==> config.mk <==
export PLATFORM = sky130hd
export DESIGN_NAME = exec_sequencer_flat
export DESIGN_NICKNAME = d
export VERILOG_FILES = /design/src/rtl/exec_sequencer_if.sv /design/src/rtl/exec_sequencer.sv /design/src/flat_wrapper.sv
export SDC_FILE = /design/constraint.sdc
export NUM_CORES = 1
export LEC_CHECK = 0
export ABC_AREA = 1
export ABC_CLOCK_PERIOD_IN_PS = 2800
export BUFFER_PORTS_ARGS = -buffer_cell sky130_fd_sc_hd__buf_2
export CELL_PAD_IN_SITES_DETAIL_PLACEMENT = 1
export CELL_PAD_IN_SITES_GLOBAL_PLACEMENT = 1
export CORE_MARGIN = 2
export CORE_UTILIZATION = 35
export CTS_CLUSTER_SIZE = 14
export DETAILED_ROUTE_END_ITERATION = 10
export GPL_ROUTABILITY_DRIVEN = 0
export GPL_TIMING_DRIVEN = 0
export HOLD_SLACK_MARGIN = 0.05
export PLACE_DENSITY_LB_ADDON = 0.1
export RECOVER_POWER = 100
export SYNTH_ARGS = -nofsm -noshare
export SYNTH_HDL_FRONTEND = slang
export SYNTH_SLANG_ARGS = --single-unit
==> constraint.sdc <==
create_clock -name CLK -period 2.8 [get_ports CLK]
set_clock_uncertainty 0.05 [all_clocks]
set_input_delay 0.7 -clock CLK [delete_from_list [all_inputs] [get_ports CLK]]
set_output_delay 0.7 -clock CLK [all_outputs]
set_load 0.01 [all_outputs]
==> src/rtl/exec_sequencer_if.sv <==
// Instruction-memory fetch port: req/ack handshake with a word address and a 32-bit read word.
interface exec_sequencer_if #(
  parameter int unsigned ADDR_W = 8
);
  logic              imem_req;
  logic [ADDR_W-1:0] imem_addr;
  logic              imem_ack;
  logic [31:0]       imem_rdata;

  modport master (output imem_req, imem_addr, input imem_ack, imem_rdata);
  modport slave  (input imem_req, imem_addr, output imem_ack, imem_rdata);
endinterface

==> src/rtl/exec_sequencer.sv <==
// Multi-cycle fetch/execute sequencer: owns the PC, fetches over imem, strobes exec_en once per instruction.
// Optional single-step mode (input step, PAUSE state) is enabled by defining SEQ_STEP_EN.
module exec_sequencer #(
  parameter int unsigned ADDR_W  = 8,
  parameter logic [5:0]  HALT_OP = 6'b111111
) (
  input  logic              CLK,
  input  logic              RST_N,
  input  logic              start,
  input  logic [ADDR_W-1:0] start_pc,
`ifdef SEQ_STEP_EN
  input  logic              step,
`endif
  exec_sequencer_if.master  imem,
  output logic [31:0]       instr,
  output logic              exec_en,
  output logic [ADDR_W-1:0] pc,
  output logic              busy,
  output logic              halted,
  output logic [15:0]       instr_count
);

  localparam int unsigned CNT_W = 16;

`ifdef SEQ_STEP_EN
  typedef enum logic [2:0] {S_IDLE, S_FETCH, S_EXEC, S_HALT, S_PAUSE} state_t;
`else
  typedef enum logic [1:0] {S_IDLE, S_FETCH, S_EXEC, S_HALT} state_t;
`endif

  state_t            state_q, state_d;
  logic [ADDR_W-1:0] pc_d;
  logic [CNT_W-1:0]  cnt_d;
  logic [31:0]       instr_d;
  logic [1:0]        sync_q;
  logic              run;

  // Reset release is re-timed through two flops before the FSM may move.
  always_ff @(posedge CLK or negedge RST_N) begin
    if (!RST_N) sync_q <= 2'b00;
    else        sync_q <= {sync_q[0], 1'b1};
  end
  assign run = sync_q[1];

`ifdef SEQ_STEP_EN
  logic step_q;
  logic step_rise;
  always_ff @(posedge CLK or negedge RST_N) begin
    if (!RST_N) step_q <= 1'b0;
    else        step_q <= step;
  end
  assign step_rise = step & ~step_q;
`endif

  always_comb begin
    state_d = state_q;
    pc_d    = pc;
    cnt_d   = instr_count;
    instr_d = instr;
    case (state_q)
      S_IDLE, S_HALT: begin
        if (start) begin
          state_d = S_FETCH;
          pc_d    = start_pc;
          cnt_d   = '0;
        end
      end
      S_FETCH: begin
        if (imem.imem_ack) begin
          state_d = S_EXEC;
          instr_d = imem.imem_rdata;
        end
      end
      S_EXEC: begin
        if (instr[31:26] == HALT_OP) begin
          state_d = S_HALT;
        end else begin
`ifdef SEQ_STEP_EN
          state_d = S_PAUSE;
`else
          state_d = S_FETCH;
`endif
          pc_d    = pc + ADDR_W'(1);
          cnt_d   = (instr_count == {CNT_W{1'b1}}) ? instr_count : instr_count + CNT_W'(1);
        end
      end
`ifdef SEQ_STEP_EN
      S_PAUSE: begin
        if (step_rise) state_d = S_FETCH;
      end
`endif
      default: state_d = S_IDLE;
    endcase
  end

  // All outputs are registered from the next-state values so they settle on the rising edge.
  always_ff @(posedge CLK or negedge RST_N) begin
    if (!RST_N) begin
      state_q        <= S_IDLE;
      pc             <= '0;
      instr_count    <= '0;
      instr          <= '0;
      exec_en        <= 1'b0;
      busy           <= 1'b0;
      halted         <= 1'b0;
      imem.imem_req  <= 1'b0;
      imem.imem_addr <= '0;
    end else if (run) begin
      state_q       <= state_d;
      pc            <= pc_d;
      instr_count   <= cnt_d;
      instr         <= instr_d;
      exec_en       <= (state_d == S_EXEC) && (instr_d[31:26] != HALT_OP);
      busy          <= (state_d == S_FETCH) || (state_d == S_EXEC);
      halted        <= (state_d == S_HALT);
      imem.imem_req <= (state_d == S_FETCH);
      if (state_d == S_FETCH) imem.imem_addr <= pc_d;
    end
  end

endmodule
==> src/flat_wrapper.sv <==
// flat-port wrapper written by rule: the top's interface ports become plain ports
module exec_sequencer_flat 
#(
  parameter int unsigned ADDR_W  = 8,
  parameter logic [5:0]  HALT_OP = 6'b111111
)
  (CLK, RST_N, start, start_pc, instr, exec_en, pc, busy, halted, instr_count, imem_imem_req, imem_imem_addr, imem_imem_ack, imem_imem_rdata);
  exec_sequencer_if #(.ADDR_W(ADDR_W)) imem_i ();
  input  logic CLK;
  input  logic RST_N;
  input  logic start;
  input  logic [ADDR_W-1:0] start_pc;
  output logic [31:0] instr;
  output logic exec_en;
  output logic [ADDR_W-1:0] pc;
  output logic busy;
  output logic halted;
  output logic [15:0] instr_count;
  output wire logic [$bits(imem_i.imem_req)-1:0] imem_imem_req;
  output wire logic [$bits(imem_i.imem_addr)-1:0] imem_imem_addr;
  input wire logic [$bits(imem_i.imem_ack)-1:0] imem_imem_ack;
  input wire logic [$bits(imem_i.imem_rdata)-1:0] imem_imem_rdata;
  assign imem_imem_req = imem_i.imem_req;
  assign imem_imem_addr = imem_i.imem_addr;
  assign imem_i.imem_ack = imem_imem_ack;
  assign imem_i.imem_rdata = imem_imem_rdata;
  exec_sequencer #(.ADDR_W(ADDR_W), .HALT_OP(HALT_OP)) u_core (.CLK(CLK), .RST_N(RST_N), .start(start), .start_pc(start_pc), .imem(imem_i), .instr(instr), .exec_en(exec_en), .pc(pc), .busy(busy), .halted(halted), .instr_count(instr_count));
endmodule
======== Word-level counts from Yosys, hierarchy flattened ========
Index checks and enable logic that the tools add are counted.
storage, ports and cells
  input bits .............................. 44
  logic and storage cells ................. 46
  register bits after elaboration ......... 72
operators by class
  mux-type cells .......................... 13
  reductions and logical operators ........ 8
  $add $sub $neg .......................... 2
  equality and inequality tests ........... 12
operator list
  operator               count
  $mux 32                2
  $mux 16                3
  $pmux 16 s2            1
  $add 16x1->16 const B  1
  $eq 16x16->1 const B   1
  $mux 8                 2
  $pmux 8 s2             1
  $add 8x1->8 const B    1
  $eq 2x2->1 const B     4
  $eq 6x6->1 const B     1
  $mux 2                 3
  $ne 2x2->1 const B     3
  $ne 6x6->1 const B     1
  $pmux 2 s3             1
  $reduce_and 5->1       1
  $eq 2x1->1 const B     2
  $reduce_and 3->1       1
  $logic_not 2->1        1
  $reduce_and 2->1       1
  $reduce_bool 2->1      1
  $reduce_or 2->1        1
  $logic_and 1x1->1      1
  $logic_or 1x1->1       1

======== Longest topological paths before layout ========
  word-level depth ........................ 5
  gate-level depth with buffers ........... 11
  gate-level depth less buffers ........... 11

======== Least setup slack after synthesis ========
Ideal clock, no wire load.
  path kind ............................... register to register
  start point ............................. register u_core.state_q[1]
  end point ............................... register u_core.instr[0]
  clock period less this slack ............ 1.695 ns
  cell stages (with the launch flop) ...... 9
  buffers on the path ..................... 2
  data arrival time ....................... 1.520 ns
  required time ........................... 2.625 ns
  setup time .............................. 0.125 ns
  slack ................................... 1.105 ns
  path through ............................ dfrtp_1 inv_1 ha_1 buf_2 nand2_1 inv_1 nand2_1 buf_2 mux2_2
between the ends
  cells in the longest elaborated chain, start to end .. 2
ends and longest elaborated chain
  what                               line                   text
  from (decl)                        exec_sequencer.sv:31   state_t state_q, state_d;
  from (signal assigned)             exec_sequencer.sv:109  state_q <= state_d;
  $eq 2x1->1                         exec_sequencer.sv:60   case (state_q)
  $reduce_and 3->1 (no source line)  --
  to (signal assigned)               exec_sequencer.sv:112  instr <= instr_d;
  to (decl)                          exec_sequencer.sv:15   output logic [31:0] instr,
No other way between the ends.
A chain may end at the register's enable or synchronous reset.

======== Worst setup path in the final report ========
  start point ............................. register u_core.state_q[1]
  end point ............................... register u_core.instr[19]
The elaborated chain is that of the path after synthesis.

==> flow_summary.yaml <==
synthesis:
  synth_nets: 454
  synth_area_leaders: "dfrtp_1 (50%), nand2_1 (13%), mux2_2 (9.9%)"
  synth_area_per_cell_sq_um: 8.96
  synth_top_family_by_area: "simple AND/OR/NAND/NOR gates"
  synthSimpleGateAreaFrac_pct: 24.2
  synth-xor-area-share_pct: 1.44
  synth_edf_count: 0
  synth_area_sq_um: 3640
  yosys.area.top_type: "dfrtp_1"
  synth-compound-area-share_pct: 8.05
  yosys.cell_types.count: 33
  ys_seq_elements: 72
  ys_warn_count: 0
  synthMuxAreaShare_pct: 9.90
  synth_fa_ha_area_share_pct: 1.38
  synth_top_area_share_pct: 49.5
  async_reset_ff_share_pct: 100
  synthFlopType: "dfrtp_1"
  synthCells: 406
  yosysSeqAreaShare_pct: 49.5
pwr:
  p_comb_share_pct: 41.4
  ir_drop_mv: 0.390
  swShare_pct: 41.8
  p_per_area_nw_per_um2: 960
  intPower_mw: 2.49
  clkPwrFrac_pct: 19.3
  switchingPower_mw: 1.79
  seqPwrFrac_pct: 39.3
  p_leak_nw: 2.10
worst_setup_path:
  startpoint: "u_core.state_q[1]$_DFFE_PN0P_"
  timing.rr.end: "u_core.instr[19]$_DFFE_PN0P_"
  cp.arrival_ps: 2480
  crit_end: "u_core.instr[19]$_DFFE_PN0P_"
  crit_required_ps: 2980
  crit_path_max_fanout: 10
  worst_r2r_path_depth: 8
  worstSetupStartpointType: "flip-flop"
  worstSetupEndpointType: "flip-flop"
  rrSetupSlack_ps: 500
  r2r_start: "u_core.state_q[1]$_DFFE_PN0P_"
  critical_path_class: "reg -> reg"
drt:
  drc: 0
  post_drt_wl_per_cell_um: 15.3
  drt-total-wl_mm: 10.2
  first_iter_violations: 114
  vias_per_cell: 4.89
  first_pass_iters: 4
  drtAntennaViolNets: 0
  num_vias: 3270
sta:
  setup_viol: 0
  final.setup.tns_ps: 0
  rsz0062_at_grt: "false"
  relSlewSlack_pct: 13.4
  worst_slew_pin_slew_ps: 1300
  period_minus_slack_ps: 2300
  fin_ws_ps: 505
  maxSlewViolCount: 0
  hold_viol: 0
  fmaxAchievable_mhz: 436
  finalCritPeriodShare_pct: 82.0
clocking:
  cts_tree: "built"
  clk_latency_ps: 350
  clock-root-buffer: "clkbuf_8"
  htree_levels: 3
  cts_resized: 0
  post_cts_buffers: 0
  cts_hold_buf: 0
  cts.path.max_buffers: 2
  cts_made_buffers: 9
  clkSlewWorstSetupHoldPaths_ps: 80
  numClockSinks: 72
final_layout:
  nets: 577
  final_common_cell: "nand2_1"
  syn_to_final_growth_pct: 22.4
  most-common-layout-cells: "nand2_1 (125), clkbuf_1 (77), dfrtp_1 (72)"
  drive_above_1_share_pct: 20.1
  n_fill_cell: 1295
  insertedDiodeCount: 0
die:
  die-area_sq_um: 11200
  num_rows: 37
  core_sq_um: 10200
  initial_core_util_pct: 35.6
  die_y_um: 106
  io_pins: 112
  die_x_um: 106
grt:
  first_global_vias: 3445
  track_usage_pct: 19.3
  grt_max_degree: 54
  grt_pass1_wl_mm: 17.1
  overflow: 0
  antenna_found_initial: 0
placed_design:
  port_buffers: 111
  place_ws_ps: 652
  dp_hpwl_mm: 7.69
job:
  maxCapViolations: 0
status:
  status: "finished clean"
min_path:
  hold_path_class: "reg -> reg"
power by group through the flow:
stage               sequential (mW)  combinational (mW)  clock, mW
finish                         1.68                1.77      0.823
detailed placement             1.69                1.93          0
CTS                            1.68                1.93      0.849
floorplan                      1.83                1.01          0
global placement               1.66                1.87          0
global route                   1.74                2.00      0.896
cells in the mapped netlist, types with 3 or more instances:
| cell | instances |
|---|---|
| nand2_1 | 122 |
| dfrtp_1 | 72 |
| mux2_2 | 32 |
| nand3_1 | 30 |
| inv_1 | 29 |
| nor2_1 | 24 |
| o21ai_0 | 17 |
| nand4_1 | 11 |
| o21ai_2 | 9 |
| a21oi_1 | 6 |
| buf_2 | 6 |
| xor2_1 | 6 |
| nand2_2 | 5 |
| o21ai_1 | 5 |
| ha_1 | 4 |
| nor3_1 | 4 |
| clkbuf_1 | 3 |
kinds of logic (layout without fill, tap and decap cells):
group / after synthesis / in the layout
compound gates: 46 / 46
xor+xnor: 6 / 6
fa+ha+maj: 4 / 4
buf+inv: 42 / 169
flops: 72 / 72
mux: 32 / 32
other cells: 1 / 1
simple gates: 203 / 203
how the worst min path moves through the flow:
stage	startpoint	end	slack [ps]	cells after the start
after floorplan	u_core.sync_q[0]$_DFF_PN0_	u_core.sync_q[1]$_DFF_PN0_	280	0
after detailed placement	u_core.sync_q[0]$_DFF_PN0_	u_core.sync_q[1]$_DFF_PN0_	290	0
after global placement	u_core.sync_q[0]$_DFF_PN0_	u_core.sync_q[1]$_DFF_PN0_	280	0
final	u_core.sync_q[0]$_DFF_PN0_	u_core.sync_q[1]$_DFF_PN0_	300	0
after global routing	u_core.sync_q[0]$_DFF_PN0_	u_core.sync_q[1]$_DFF_PN0_	320	0
after CTS	RST_N	u_core.pc[4]$_DFFE_PN0P_	180	1
per-layer routing:
metal / up-vias / share of wire (%) / track usage (%)
li1: 1585 / - / -
met1: 1590 / 48 / 25.8
met2: 83 / 45 / 30.4
met3: 12 / 5.7 / 4.66
met4: 0 / 1.8 / 7.05
met5: - / 0 / 0
flip-flops by register name, summed over array words and instances (netlist names):
register and flops:
u_core.busy 1, u_core.exec_en 1, u_core.halted 1, u_core.imem.imem_addr 8
u_core.imem.imem_req 1, u_core.instr 32, u_core.instr_count 16, u_core.pc 8
u_core.state_q 2, u_core.sync_q 2
worst max-delay path, stage by stage, from the launching register on:
cell	delay, ps
dfrtp_1	410
inv_1	70
ha_1	190
clkbuf_1	240
nand2_1	140
inv_1	80
nand2_1	150
clkbuf_1	450
mux2_2	400
stage by stage:
step / area (sq um) / hold WS (ps) / total power, mW / utilization (%) / cells
global placement: 4360 / 284 / 3.53 / 42.7 / 653
floorplan: 3640 / 281 / 2.84 / - / 406
CTS: 4580 / 178 / 4.46 / 44.8 / 669
detailed placement: 4390 / 287 / 3.62 / 42.9 / 654
finish: 4450 / 302 / 4.27 / 43.5 / 669
global route: 4450 / 318 / 4.64 / 43.5 / 669
layout make-up:
| cell class | count | area, sq um | share of cell area [%] |
|---|---|---|---|
| flip-flops and latches | 72 | 1800 | 40.5 |
| clock inverters | 5 | 58.8 | 1.32 |
| multi-input cells | 292 | 1600 | 36.0 |
| inverters | 31 | 116 | 2.61 |
| plain buffers | 11 | 76.3 | 1.71 |
| well taps | 136 | 170 | 3.82 |
| clock buffers | 10 | 128 | 2.87 |
| repair buffers | 112 | 497 | 11.2 |
Power figures use the tool's default switching activity.
